[config.mk]
export PLATFORM = sky130hd
export DESIGN_NAME = bus_slot_timer
export DESIGN_NICKNAME = d
export VERILOG_FILES = /design/src/rtl/bus_slot_timer.sv
export SDC_FILE = /design/constraint.sdc
export NUM_CORES = 1
export LEC_CHECK = 0
export CORE_AREA = 2 2 41 43
export DETAILED_ROUTE_END_ITERATION = 6
export DIE_AREA = 0 0 43 45
export PLACE_DENSITY = 0.87
export SYNTH_ARGS = -nofsm -noshare
export SYNTH_HDL_FRONTEND = slang
export SYNTH_SLANG_ARGS = --single-unit
[constraint.sdc]
create_clock -name clk_16_i -period 3.75 [get_ports clk_16_i]
set_input_delay 0.75 -clock clk_16_i [delete_from_list [all_inputs] [get_ports clk_16_i]]
set_output_delay 0.75 -clock clk_16_i [all_outputs]
set_load 0.01 [all_outputs]
[src/rtl/bus_slot_timer.sv]
// bus_slot_timer: round-robin bus slot, bus clock and gated CPU clock generator; slot stretch enabled by BUS_SLOT_TIMER_STRETCH_EN
module bus_slot_timer #(
  parameter int NUM_SLOTS   = 8,
  parameter int CPU_SLOTS   = 2,
  parameter int SLOT_CYCLES = 2,
  parameter int STRETCH_MAX = 15,
  parameter int SLOT_W      = $clog2(NUM_SLOTS)
) (
  input  logic                 clk_16_i,
  input  logic                 reset_i,
  input  logic                 cpu_halt_i,
  input  logic                 stretch_i,
  output logic                 clk_bus_o,
  output logic [SLOT_W-1:0]    slot_o,
  output logic [NUM_SLOTS-1:0] slot_enable_o,
  output logic                 slot_start_o,
  output logic                 frame_start_o,
  output logic                 cpu_select_o,
  output logic                 cpu_enable_o,
  output logic                 clk_cpu_o
);
  localparam int PH_W = $clog2(SLOT_CYCLES);
  localparam logic [PH_W-1:0] PH_LAST = PH_W'(SLOT_CYCLES - 1);
  localparam logic [PH_W-1:0] PH_HALF = PH_W'(SLOT_CYCLES / 2);
  localparam logic [SLOT_W-1:0] SLOT_LAST = SLOT_W'(NUM_SLOTS - 1);
  localparam logic [SLOT_W-1:0] SLOT_CPU0 = SLOT_W'(NUM_SLOTS - CPU_SLOTS);
  logic [PH_W-1:0]   ph, ph_nxt;
  logic [SLOT_W-1:0] slot_nxt;
  logic              halt_latched, halt_nxt, hold, adv;
`ifdef BUS_SLOT_TIMER_STRETCH_EN
  localparam int CNT_W = $clog2(STRETCH_MAX + 1);
  logic [CNT_W-1:0] stretch_cnt;
  assign hold = stretch_i && ph == PH_LAST && stretch_cnt != CNT_W'(STRETCH_MAX);
  always_ff @(posedge clk_16_i) begin
    if (reset_i || adv) stretch_cnt <= '0;
    else if (hold) stretch_cnt <= stretch_cnt + CNT_W'(1);
  end
`else
  logic unused_stretch;
  assign unused_stretch = stretch_i;
  assign hold = 1'b0;
`endif
  // outputs are registered from next-state values so they track (ph, slot) with no lag
  always_comb begin
    adv      = !hold && ph == PH_LAST;
    ph_nxt   = adv ? '0 : hold ? ph : ph + PH_W'(1);
    slot_nxt = !adv ? slot_o : slot_o == SLOT_LAST ? '0 : slot_o + SLOT_W'(1);
    halt_nxt = (adv && slot_nxt == SLOT_LAST) ? cpu_halt_i : halt_latched;
  end
  always_ff @(posedge clk_16_i) begin
    if (reset_i) begin
      ph            <= '0;
      slot_o        <= '0;
      slot_enable_o <= NUM_SLOTS'(1);
      halt_latched  <= 1'b0;
      clk_bus_o     <= 1'b0;
      slot_start_o  <= 1'b1;
      frame_start_o <= 1'b1;
      cpu_select_o  <= 1'b0;
      cpu_enable_o  <= 1'b0;
      clk_cpu_o     <= 1'b0;
    end else begin
      ph            <= ph_nxt;
      slot_o        <= slot_nxt;
      slot_enable_o <= adv ? {slot_enable_o[NUM_SLOTS-2:0], slot_enable_o[NUM_SLOTS-1]} : slot_enable_o;
      halt_latched  <= halt_nxt;
      clk_bus_o     <= ph_nxt >= PH_HALF;
      slot_start_o  <= ph_nxt == '0;
      frame_start_o <= ph_nxt == '0 && slot_nxt == '0;
      cpu_select_o  <= slot_nxt >= SLOT_CPU0;
      cpu_enable_o  <= slot_nxt == SLOT_LAST;
      clk_cpu_o     <= ph_nxt >= PH_HALF && slot_nxt == SLOT_LAST && !halt_nxt;
    end
  end
endmodule

# Word-level counts from Yosys, hierarchy flattened
# Index checks and enable logic that the tools add are counted.
# classes
add_sub_neg	2
n_mul	0
div	0
n_lt_le_gt_ge	2
n_eq_ne	2
shift	0
mux	4
bitwise_logic	1
reduce_logical	6
# ops
op	n
equality test 3 bit (second input constant)	2
two-way mux 3 bit	2
logical AND 1 bit	4
adder 3 x 1 -> 3 bit (second input constant)	1
greater-or-equal comparator 3 bit (second input constant)	1
logical NOT 3 bit	1
two-way mux 1 bit	2
adder 1 bit (second input constant)	1
greater-or-equal comparator 1 bit (second input constant)	1
logical NOT 1 bit	1
NOT 1 bit	1
# totals
reg_bits	19
latchBits	0
ramBits	0
rom_bits	0
input_bits	4
out_inout_bits	17
elab_cells	27
mem_count	0

# Depth between registers and ports, before layout
# Gate-level depths: netlist of run 1.
# depth
ltp_word	8
mapped_depth	4
depth_no_buf	4

# Worst setup path before layout of run 1
# No wires, ideal clock.
# synth_timing
path_kind	flip-flop to flip-flop
start	reg slot_o[0]
end	reg halt_latched
setup_ns	0.070
arrival_ns	1.382
required_time_ns	3.680
setup_slack_ns	2.298
path_stages_with_launch	5
n_path_buf	0
period_less_slack_ns	1.452
path_cell_list	dfxtp_1 -> ha_1 -> xnor2_1 -> or4b_1 -> a21oi_1
# synth_via
elab_chain_cells	6
elab_cells_between_ends	7
classes_between	1 x add/sub; 2 x eq/ne; 3 x mux; 1 x reduce/logical
# synth_lines
item	line	source
start: declaration	14	output logic [SLOT_W-1:0] slot_o,
start signal: assignment	64	slot_o <= slot_nxt;
adder 3 x 1 -> 3 bit or equality test 3 bit (tied branches)	47	slot_nxt = !adv ? slot_o : slot_o == SLOT_LAST ? '0 : slot_o + SLOT_W'(1);
two-way mux 3 bit	47	
two-way mux 3 bit *	47	
equality test 3 bit *	48	halt_nxt = (adv && slot_nxt == SLOT_LAST) ? cpu_halt_i : halt_latched;
logical AND 1 bit *	48	
two-way mux 1 bit *	48	
end signal: assignment	66	halt_latched <= halt_nxt;
end: declaration	29	logic halt_latched, halt_nxt, hold, adv;
# Mark *: on every way between the ends. The rest lies on a longest branch, timed or not.
# A chain may end at the register's enable or synchronous reset.

# Final worst setup path of run 1
# layout_timing
start	reg clk_bus_o
end	out clk_bus_o
# layout_lines
item	line	source
start: declaration	13	output logic clk_bus_o,
start signal: assignment	56	clk_bus_o <= 1'b0;
start signal: assignment	67	clk_bus_o <= ph_nxt >= PH_HALF;
# No word-level cell between the ends.

==> impl_metrics.csv, run 1 <==
group,metric,value,unit
outcome,status,"completed",
yosys,synth_cell_types,22,
place,place.port_buffers,19,
yosys,synth.ff_latch_count,18,
sta,post-route-period-util,0.575,
sta,worst_clock_skew,0.00134,ns
sta,slew-limit-headroom,0.614,
die,initial_core_util,0.432,
die,core_region_area,1470,µm²
global_route,grt_pass1_wl,1.88,mm
layout,mostFrequentLayoutCells,"clkdlybuf4s50_1 (19), dfxtp_1 (18), nor2_1 (10)",
global_route,grt_busiest_layer,"met2",
worst_setup_path,crit_path_start_kind,"flip-flop",
route,routedWlPerCell,11.2,µm
sta,finalSetupViolations,0,
global_route,grt_use_met2,0.197,
sta,max_freq,464,MHz
cts,cts_buffer_depth,2,
worst_setup_path,worstSetupStartpoint,"clk_bus_o$_SDFF_PP0_",
die,dieArea,1940,µm²
global_route,grt_use_total,0.129,
route,wl,1.08,mm
die,num_rows,14,
die,ios,21,
place,place_ws,1.76,ns
sta,grt_setup_unrepaired,"false",
cts,cts_tree,"yes",
route,vias,477,
yosys,syn_nets,66,
cts,clk_pin_slew,0.10,ns
route,ant_nets,0,
layout,layout_commonest_cell,"clkdlybuf4s50_1",
route,drtIter0Drc,6,
yosys,ys_seq_area_frac,0.567,
layout,layout-drive-gt1-share,0.0617,
cts,cts-htree-levels,1,
layout,fin_nets,87,
yosys,synthTopCellsByArea,"dfxtp_1 (57%), mux2i_1 (11%), nor2_1 (5.9%)",
die,fp.dieW,43,µm
worst_setup_path,cp.required,3.00,ns
layout,diodes,0,
yosys,synthDominantCellAreaShare,0.567,
yosys,avgSynthCellArea,10.4,µm²
cts,cts_buffers,3,
cts,cts.sinks,18,
die,fp.dieH,45,µm
yosys,yosysWarnings,0,
global_route,grt.met3_usage,0.0360,
global_route,grt_pass1_vias,438,
route,drt-pass1-iter-count,4,
sta,finalMaxSlewViolations,0,
sta,fin_ws,1.59,ns
sta,max_slew.worst_pin.slew,0.577,ns
worst_setup_path,critPathKind,"reg -> out",
sta,setup_tns,0,ns
pwr,power_density,413,nW/µm²
global_route,grt.met1_usage,0.173,
min_path,hold_path_class,"reg -> reg",
cts,cts_setup_buffers,0,
sta,hold_viol_final,0,
global_route,antenna_found_initial,0,
layout,syn_to_final_growth,37.2,%
yosys,syn_inst,61,
worst_setup_path,worstPathMaxFanout,18,
pwr,leakage,0.341,nW
global_route,overflow,0,
worst_setup_path,worst_setup_path_end_kind,"output pin",
place,place.gp.congestion,0.610,
layout,fillers,137,
pwr,vdd_drop_max,167,µV
cts,post_cts_resized,0,
cts,cts_hold_buffers,0,
worst_setup_path,arrival,1.41,ns
flow_run,drv_cap,0,
cts,cts-root-buf,"clkbuf_4",
route,via_per_inst,4.92,
min_path,holdCritStartpoint,"halt_latched$_SDFF_PP0_",
worst_setup_path,ff2ff_setup_slack,2.19,ns
yosys,netlist_area,636,µm²
place,hpwl,750,µm
global_route,grt_max_degree,19,
sta,min_period,2.16,ns
cts,clkLatencyLatePin,0.28,ns
route,drc,0,
worst_setup_path,worstReg2RegStart,"slot_o[0]$_SDFF_PP0_",
yosys,yosys.area.top_type,"dfxtp_1",
==> final timing paths <==
path / endpoint / cells after the start
max: clk_bus_o / 2
min: clk_cpu_o$_SDFF_PP0_ / 1
max reg2reg: halt_latched$_SDFF_PP0_ / 4
min reg2reg: clk_cpu_o$_SDFF_PP0_ / 1
==> metrics by stage <==
| stage | area [µm²] | hold WS, ns | util | cells | power (W) |
|---|---|---|---|---|---|
| 2_1_floorplan | 636 | 0.398 | - | 61 | 0.000231 |
| 3_3_place_gp | 836 | 0.408 | 0.568 | 93 | 0.000249 |
| 3_5_place_dp | 836 | 0.423 | 0.568 | 93 | 0.000250 |
| 4_1_cts | 872 | 0.438 | 0.593 | 97 | 0.000365 |
| 5_1_grt | 872 | 0.465 | 0.593 | 97 | 0.000378 |
| 6_report | 872 | 0.432 | 0.593 | 97 | 0.000360 |
==> cells by family after synthesis <==
logic type,after synthesis,share of synthesized area
compound gates,6,0.0709
xor+xnor,3,0.0413
fa+ha+maj,1,0.0197
buf+inv,6,0.0394
flops,18,0.567
mux,7,0.110
simple gates,20,0.152
==> critical path, stage by stage (launching register included) <==
cell and delay, ns:
dfxtp_1 0.32, buf_4 0.23, clkdlybuf4s50_1 0.57
==> flip-flops by register name, summed over array words and instances, names as in the netlist <==
name / flops
cpu_select_o: 1
clk_bus_o: 1
frame_start_o: 1
slot_o: 3
halt_latched: 1
clk_cpu_o: 1
slot_start_o: 1
slot_enable_o: 8
cpu_enable_o: 1
==> final cells by class <==
class / count / area (µm²) / share of cell area
Sequential cell: 18 / 360 / 0.413
Tap cell: 16 / 20.0 / 0.0230
Inverter: 2 / 7.51 / 0.00861
Timing Repair Buffer: 20 / 198 / 0.227
Clock buffer: 4 / 36.3 / 0.0416
Multi-Input combinational cell: 37 / 250 / 0.287
==> metal layers <==
layer / vias to the layer above / share of wire / wire, µm
met5: - / 0 / 0
met4: 0 / 0 / 0
met3: 0 / 0.051 / 55
met2: 15 / 0.44 / 472
met1: 219 / 0.51 / 557
li1: 243 / - / -
==> power by group <==
| group | switching, W | internal [W] | total, W |
|---|---|---|---|
| clock | 0.0000559 | 0.0000590 | 0.000115 |
| combinational | 0.0000190 | 0.0000229 | 0.0000419 |
| sequential | 0.00000576 | 0.000198 | 0.000204 |
| total | 0.0000807 | 0.000280 | 0.000360 |
==> synth_stat cells <==
cell type and number:
nor3_1 1, a211o_1 1, a21oi_1 2, or4b_1 1
nand2b_1 1, a2bb2oi_1 1, xnor2_1 2, inv_1 2
clkbuf_1 2, nand3_1 1, or2_1 1, mux2i_1 7
nand2_1 2, nor4_1 1, o31ai_1 1, xor2_1 1
buf_2 2, dfxtp_1 18, ha_1 1, nor2_1 10
a41o_1 1, nor2b_1 2
No activity file was read; power rests on OpenSTA's default activity.
==> run 2, diff against run 1 <==
==> config.mk (replaced) <==
export PLATFORM = sky130hd
export DESIGN_NAME = bus_slot_timer
export DESIGN_NICKNAME = d
export VERILOG_FILES = /design/src/rtl/bus_slot_timer.sv
export SDC_FILE = /design/constraint.sdc
export NUM_CORES = 1
export LEC_CHECK = 0
export CORE_AREA = 2 2 44 46
export DETAILED_ROUTE_END_ITERATION = 6
export DIE_AREA = 0 0 46 48
export PLACE_DENSITY = 0.8
export SYNTH_ARGS = -nofsm -noshare
export SYNTH_HDL_FRONTEND = slang
export SYNTH_SLANG_ARGS = --single-unit
==> constraint.sdc (replaced) <==
create_clock -name clk_16_i -period 1.95 [get_ports clk_16_i]
set_input_delay 0.39 -clock clk_16_i [delete_from_list [all_inputs] [get_ports clk_16_i]]
set_output_delay 0.39 -clock clk_16_i [all_outputs]
set_load 0.01 [all_outputs]
==> run 2 against run 1 <==
- clock skew increased by 0.0083 ns
- register-to-register slack got worse by 1.8 ns
- flip-flop and latch count unchanged
- count of clock-buffer cells in the layout unchanged
- worst setup slack got worse by 1.4 ns
- worst hold slack improved by 0.0072 ns
- non-clock buffer count unchanged
- critical path type unchanged
- highest routed layer is now met4
==> impl_metrics.csv, run 2 (synthesized netlist as in run 1, its figures left out) <==
group,metric,value,unit
worst_setup_path,arrival,1.33,ns
layout,mostFrequentLayoutCells,"clkdlybuf4s50_1 (19), dfxtp_1 (18), nor2_1 (10)",
sta,finalSetupViolations,0,
cts,clk_pin_slew,0.09,ns
worst_setup_path,ff2ff_setup_slack,0.41,ns
place,place_inst,94,
die,fp.dieH,48,µm
layout,multiInputGateArea,250,µm²
sta,fin_ws,0.226,ns
min_path,hold_path_class,"reg -> reg",
worst_setup_path,worstPathMaxFanout,7,
cts,cts_buffers,3,
sta,min_period,1.72,ns
global_route,overflow,0,
route,via_per_inst,4.88,
worst_setup_path,worst_setup_path_end_kind,"output pin",
place,place.port_buffers,19,
route,drtIter0Drc,7,
die,dieArea,2210,µm²
min_path,holdPathStages,1,
layout,syn_to_final_growth,37.4,%
cts,cts-htree-levels,1,
pwr,finalPower,0.000693,W
layout,top_register,"slot_enable_o",
layout,finalNonFillerCells,98,
layout,layout-drive-gt1-share,0.0617,
pwr,leakage,0.341,nW
pwr,vdd_drop_max,525,µV
worst_setup_path,worstSetupPathDepth,1,
place,place_ws,0.338,ns
layout,reg_top3,"slot_enable_o x8, slot_o x3",
min_path,hold_end,"clk_cpu_o$_SDFF_PP0_",
cts,clkLatencyLatePin,0.29,ns
sta,worst_clock_skew,0.00962,ns
cts,cts_tree,"yes",
route,wl,1.07,mm
sta,max_slew.worst_pin.slew,0.572,ns
route,ant_nets,0,
route,vias,478,
outcome,status,"completed",
worst_setup_path,ff2ff_path_depth,4,
worst_setup_path,crit_path_start_kind,"flip-flop",
die,num_rows,15,
cts,cts.sinks,18,
sta,max_freq,580,MHz
global_route,grt_pass1_vias,391,
layout,layout_commonest_cell,"clkdlybuf4s50_1",
cts,cts-root-buf,"clkbuf_4",
die,fp.dieW,46,µm
worst_setup_path,r2r_end,"halt_latched$_SDFF_PP0_",
die,core_region_area,1690,µm²
layout,fin_nets,87,
die,ios,21,
worst_setup_path,cp_num_buf_inv,1,
layout,final_area,873,µm²
place,placed_cell_area,837,µm²
sta,post-route-period-util,0.884,
route,drt-pass1-iter-count,4,
place,place.gp.congestion,0.696,
worst_setup_path,cp.required,1.56,ns
cts,cts_hold_buffers,0,
layout,diodes,0,
sta,setup_tns,0,ns
worst_setup_path,path_cells,"clkdlybuf4s50_1",
worst_setup_path,worstReg2RegStart,"slot_o[0]$_SDFF_PP0_",
global_route,grt_use_total,0.114,
pwr,power_density,793,nW/µm²
sta,slew-limit-headroom,0.617,
min_path,holdCritStartpoint,"halt_latched$_SDFF_PP0_",
global_route,grt_max_degree,18,
die,initial_core_util,0.376,
sta,finalMaxSlewViolations,0,
cts,cts_buffer_depth,2,
cts,cts_setup_buffers,0,
worst_setup_path,cp_top_family,"buffers and inverters",
route,routedWlPerCell,10.9,µm
layout,largest_reg_flops,8,
worst_setup_path,critPathKind,"reg -> out",
sta,hold_viol_final,0,
layout,seqCellArea,360,µm²
place,hpwl,755,µm
sta,grt_setup_unrepaired,"false",
route,drc,0,
global_route,grt_pass1_wl,1.72,mm
cts,post_cts_resized,0,
worst_setup_path,slowest_stage,"clkdlybuf4s50_1",
layout,fillers,148,
flow_run,drv_cap,0,
global_route,antenna_found_initial,0,
worst_setup_path,slowest_delay,0.58,ns
-- run 2: stage by stage --
stage                      util  hold WS (ns)
final                     0.517         0.439
after global routing      0.517         0.460
after CTS                 0.517         0.439
after detailed placement  0.496         0.426
after global placement    0.496         0.412
after floorplan               -         0.398
-- run 2: worst max-delay path by stage --
stage	startpoint	to	slack [ns]
finish	slot_o[0]$_SDFF_PP0_	slot_o[0]	0.23
global route	slot_o[0]$_SDFF_PP0_	slot_o[0]	0.16
global placement	reset_i	slot_enable_o[0]$_SDFFE_PP1P_	0.35
floorplan	slot_o[0]$_SDFF_PP0_	halt_latched$_SDFF_PP0_	0.50
detailed placement	reset_i	slot_enable_o[0]$_SDFFE_PP1P_	0.34
CTS	slot_o[0]$_SDFF_PP0_	slot_o[0]	0.21
-- run 2: area by class of cell --
class,instances,area share
timing repair buffer,20,0.226
sequential,18,0.413
clock buffer,4,0.0415
tap,17,0.0244
inverter,2,0.00860
multi-input combinational,37,0.287
-- run 2: routing by layer --
layer / wire length, µm / global-route usage / vias to the layer above
li1: - / - / 244
met2: 466 / 0.167 / 17
met4: 14 / 0.0514 / 0
met3: 74 / 0.0717 / 2
met5: 0 / 0 / -
met1: 510 / 0.132 / 215
-- run 2: report_power, final --
part	switching, W	total (W)	internal [W]
combinational	0.0000356	0.0000794	0.0000438
clock	0.000108	0.000222	0.000114
sequential	0.0000107	0.000391	0.000381
==> RTL change 1: new RTL, flow settings as in run 2 <==
The output `cpu_select_o` loses its register stage (`cpu_select_o` becomes a continuous assignment).
--- a/src/rtl/bus_slot_timer.sv
+++ b/src/rtl/bus_slot_timer.sv
@@ -56,7 +56,6 @@
       clk_bus_o     <= 1'b0;
       slot_start_o  <= 1'b1;
       frame_start_o <= 1'b1;
-      cpu_select_o  <= 1'b0;
       cpu_enable_o  <= 1'b0;
       clk_cpu_o     <= 1'b0;
     end else begin
@@ -67,10 +66,11 @@
       clk_bus_o     <= ph_nxt >= PH_HALF;
       slot_start_o  <= ph_nxt == '0;
       frame_start_o <= ph_nxt == '0 && slot_nxt == '0;
-      cpu_select_o  <= slot_nxt >= SLOT_CPU0;
       cpu_enable_o  <= slot_nxt == SLOT_LAST;
       clk_cpu_o     <= ph_nxt >= PH_HALF && slot_nxt == SLOT_LAST && !halt_nxt;
     end
   end
+
+  assign cpu_select_o = slot_nxt >= SLOT_CPU0;
 endmodule
 
Formal check against the unedited RTL: same outputs for any inputs over 10 cycles, from zero or initial values and one cycle with reset_i high; that may be too few to reach the edited logic, so the function may still have changed.
==> RTL change 1 against run 2 <==
Non-clock buffer count grew 5; wire length grew 10%; area after synthesis down 4.5%; largest cell class unchanged; sequential cell count fell by 1; cell count up 3.1%; critical path depth increased by 1; critical path type unchanged; core utilization rose by 0.37 points; cell area rose by 0.72%; power is 7.0% lower; worst setup slack worse by 0.14 ns; critical endpoint is now clk_bus_o.
==> RTL change 1: results (changes against run 2) <==
synth top area cells dfxtp_1 (56%), mux2i_1 (12%), nor2_1 (4.9%), xor2_1 (2.9%), ha_1 (2.1%) (was dfxtp_1 (57%), mux2i_1 (11%), nor2_1 (5.9%), xnor2_1 (2.8%), ha_1 (2.0%)); multi-input combinational area share 27.5% (was 28.7%); drt total wl 1180 um (was 1070 um); Signal buf overhead 27.0% (was 22.6%); asr flop ratio synth 0% (unchanged); worst vdd ir 437 uV (was 525 uV); HPWL Detailed 896 um (was 755 um); Post-Route Skew 0.00505 ns (was 0.00962 ns); Routability Congestion 0.776 (was 0.696); Slew headroom 82.8% (was 61.7%); Worst path max stage delay 0.55 ns (was 0.58 ns); all-layer global routing usage 12.1% (was 11.4%); DRT iter0 DRCs 1 (was 7); Layout Nets 90 (was 87); layout cells sized above 1 13.1% (was 6.17%); largest net degree at the start of global routing 14 (was 18); Synth top cells by count dfxtp_1 (17), nor2_1 (8), mux2i_1 (7), inv_1 (3) (was dfxtp_1 (18), nor2_1 (10), mux2i_1 (7)); Worst EP arrival 1.47 ns (was 1.33 ns); vias after detailed routing 494 (was 478); pre-CTS WS 0.105 ns (was 0.338 ns); maximum fanout along the worst path 13 (was 7); Non-clk bufs 25 (was 20); outcome completed (unchanged); Inverters 3 (was 2); Seq cells 17 (was 18); final-layout clock buffer total 3 (was 4); fill count 161 (was 148); Clock-cell share 3.13% (was 4.15%); Seq area share 38.7% (was 41.3%); Net Count, Synth 63 (was 66); vias in the first global route 483 (was 391); initial core utilization 35.9% (was 37.6%)
RTL change 1: where the power goes:
| part | total, mW | switching (mW) | internal, mW |
|---|---|---|---|
| combinational | 0.0909 | 0.0393 | 0.0516 |
| clock | 0.184 | 0.108 | 0.0761 |
| sequential | 0.369 | 0.00849 | 0.360 |
RTL change 1: worst paths after layout:
check,from,cells past startpoint,endpoint,slack (ns)
max,clk_bus_o$_SDFF_PP0_,2,clk_bus_o,0.09
min,halt_latched$_SDFF_PP0_,1,clk_cpu_o$_SDFF_PP0_,0.43
max reg2reg,slot_o[0]$_SDFF_PP0_,5,halt_latched$_SDFF_PP0_,0.45
min reg2reg,halt_latched$_SDFF_PP0_,1,clk_cpu_o$_SDFF_PP0_,0.43
RTL change 1: routing by layer:
layer	track usage [%]	vias to the layer above	wire length, um
li1	-	245	-
met3	3.02	2	87
met4	6.86	0	4
met5	0	-	0
met2	19.2	19	532
met1	15.1	228	552
RTL change 1: what timing repair did:
| item | CTS | global route |
|---|---|---|
| endpoints found under the setup margin | 1 | 2 |
| hold buffers | 0 | 0 |
| gates resized for setup | 1 | 2 |
RTL change 1: kinds of logic after synthesis:
family          share of synthesized area (%)
compound gates                           6.80
fa+ha+maj                                2.06
xor+xnor                                 4.33
simple gates                             15.1
mux                                      11.5
flops                                    56.1
buf+inv                                  4.12
RTL change 1: per-stage QoR:
stage / cells / power (mW) / hold slack (ns) / area, um2
after floorplan: 58 / 0.420 / 0.400 / 607
after global placement: 97 / 0.466 / 0.414 / 850
after detailed placement: 97 / 0.467 / 0.429 / 850
after CTS: 101 / 0.650 / 0.443 / 876
after global routing: 101 / 0.669 / 0.463 / 880
final: 101 / 0.644 / 0.433 / 880
RTL change 1: critical path: cells and delay by family, from the launching register on:
family / cells / cell delay (ns)
buf+inv: 2 / 0.75
flops: 1 / 0.44
==> RTL change 2: new RTL, settings of run 2 <==
Without the edit above. Add a define of `BUS_SLOT_TIMER_STRETCH_EN`.
--- a/src/rtl/bus_slot_timer.sv
+++ b/src/rtl/bus_slot_timer.sv
@@ -1,4 +1,6 @@
 // bus_slot_timer: round-robin bus slot, bus clock and gated CPU clock generator; slot stretch enabled by BUS_SLOT_TIMER_STRETCH_EN
+`define BUS_SLOT_TIMER_STRETCH_EN
+
 module bus_slot_timer #(
   parameter int NUM_SLOTS   = 8,
   parameter int CPU_SLOTS   = 2,
Function: changed (Yosys sat finds a counterexample within 4 cycles, from zero or initial values and one cycle with reset_i high).
==> RTL change 2 against run 2 <==
Synthesized cell count is 48% higher; non-clock buffer count is 11 higher; clock power is 12% lower; area after synthesis is 44% higher; cell area is 42% higher; wire length is 63% higher; sequential cell count is 4 higher; worst setup slack worse by 0.14 ns; power is 32% higher; largest cell class is now multi-input gates; sequential share of layout area is 5.5 points lower.
==> RTL change 2: results (changes against run 2) <==
outcome completed (unchanged); final-layout clock buffer total 3 (was 4); top cell category multi-input gates (was sequential cells); Leak 0.511 nW (was 0.341 nW); post-synthesis mux area share 9.86% (was 11.0%); CP top delay family simple AND/OR/NAND/NOR gates (was buffers and inverters); Sequential Power Share 53.7% (was 56.5%); Post-Syn Instances 90 (was 61); P_clk 0.196 mW (was 0.222 mW); Routed WL per cell 12.8 um (was 10.9 um); global routing usage on met3 4.15% (was 7.17%); hold_sp slot_enable_o[7]$_SDFFE_PP0N_ (was halt_latched$_SDFF_PP0_); Synth Area in Adders 5.48% (was 1.97%); all-layer global routing usage 18.8% (was 11.4%); Reg clk slew, reported paths 0.11 ns (was 0.09 ns); Routability Congestion 0.714 (was 0.696); Clock Sink Count 22 (was 18); top flop regs slot_enable_o x8, stretch_cnt x4, slot_o x3 (was slot_enable_o x8, slot_o x3); sw frac 26.5% (was 22.3%); maximum fanout along the worst path 3 (was 7); storage element area 443 um2 (was 360 um2); Signal buf overhead 22.9% (was 22.6%); Worst R2R Path Depth 7 (was 4); Inverters 3 (was 2); vias after detailed routing 742 (was 478); dpl cell area 1190 um2 (was 837 um2); met2 GRT Util 34.2% (was 16.7%); fill count 126 (was 148); cell count after placement 133 (was 94); Synth top cells by count dfxtp_1 (22), nor2_1 (10), mux2i_1 (9), ha_1 (4), nand2_1 (4) (was dfxtp_1 (18), nor2_1 (10), mux2i_1 (7)); Endpoint, Worst Hold slot_enable_o[0]$_SDFFE_PP1N_ (was clk_cpu_o$_SDFF_PP0_); WL met2 867 um (was 466 um); worst vdd ir 519 uV (was 525 uV); comb_multi_in 60 (was 37); met1 wire length 763 um (was 510 um); Synth Area in Compound Gates 13.8% (was 7.09%); Least-Margin Pin Slew 0.223 ns (was 0.572 ns); end of the worst register-to-register path clk_cpu_o$_SDFF_PP0_ (was halt_latched$_SDFF_PP0_); register area share after synthesis 48.2% (was 56.7%); routing usage on met1 20.2% (was 13.2%); Net Count, Synth 98 (was 66); post-layout util 73.3% (was 51.7%); layout cells sized above 1 16.8% (was 6.17%); routed wl met3 80 um (was 74 um); worst r2r src stretch_cnt[0]$_SDFFE_PP0P_ (was slot_o[0]$_SDFF_PP0_); Syn Std Cell Area 913 um2 (was 636 um2); post-synthesis xor/xnor area fraction 0% (was 4.13%); Post-Route Skew 0.00779 ns (was 0.00962 ns); Power Sequential 0.493 mW (was 0.391 mW); WHS 0.527 ns (was 0.439 ns); pre-CTS WS -0.250 ns (was 0.338 ns); Non-clk bufs 31 (was 20)
## RTL change 2: changes by cell type in the layout (fill, tap and decap cells not counted), sizes merged, moves of 3 or more
cell and delta:
buf +10, dfxtp +4, ha +3, o21ai +3
## RTL change 2: worst max path at each step
| stage | startpoint | slack, ns | end |
|---|---|---|---|
| after floorplan | stretch_cnt[0]$_SDFFE_PP0P_ | 0.08 | clk_cpu_o$_SDFF_PP0_ |
| after global placement | stretch_i | -0.22 | clk_cpu_o$_SDFF_PP0_ |
| after detailed placement | stretch_i | -0.25 | halt_latched$_SDFF_PP0_ |
| after CTS | stretch_cnt[1]$_SDFFE_PP0P_ | 0.007 | clk_cpu_o$_SDFF_PP0_ |
| after global routing | stretch_cnt[0]$_SDFFE_PP0P_ | 0.001 | clk_cpu_o$_SDFF_PP0_ |
| final | stretch_i | 0.09 | clk_cpu_o$_SDFF_PP0_ |
## RTL change 2: what timing repair did
item                                    CTS  global route
gates resized for setup                   1             5
endpoints found under the setup margin    2             2
setup buffers                             0             0
pin swaps                                 0             1
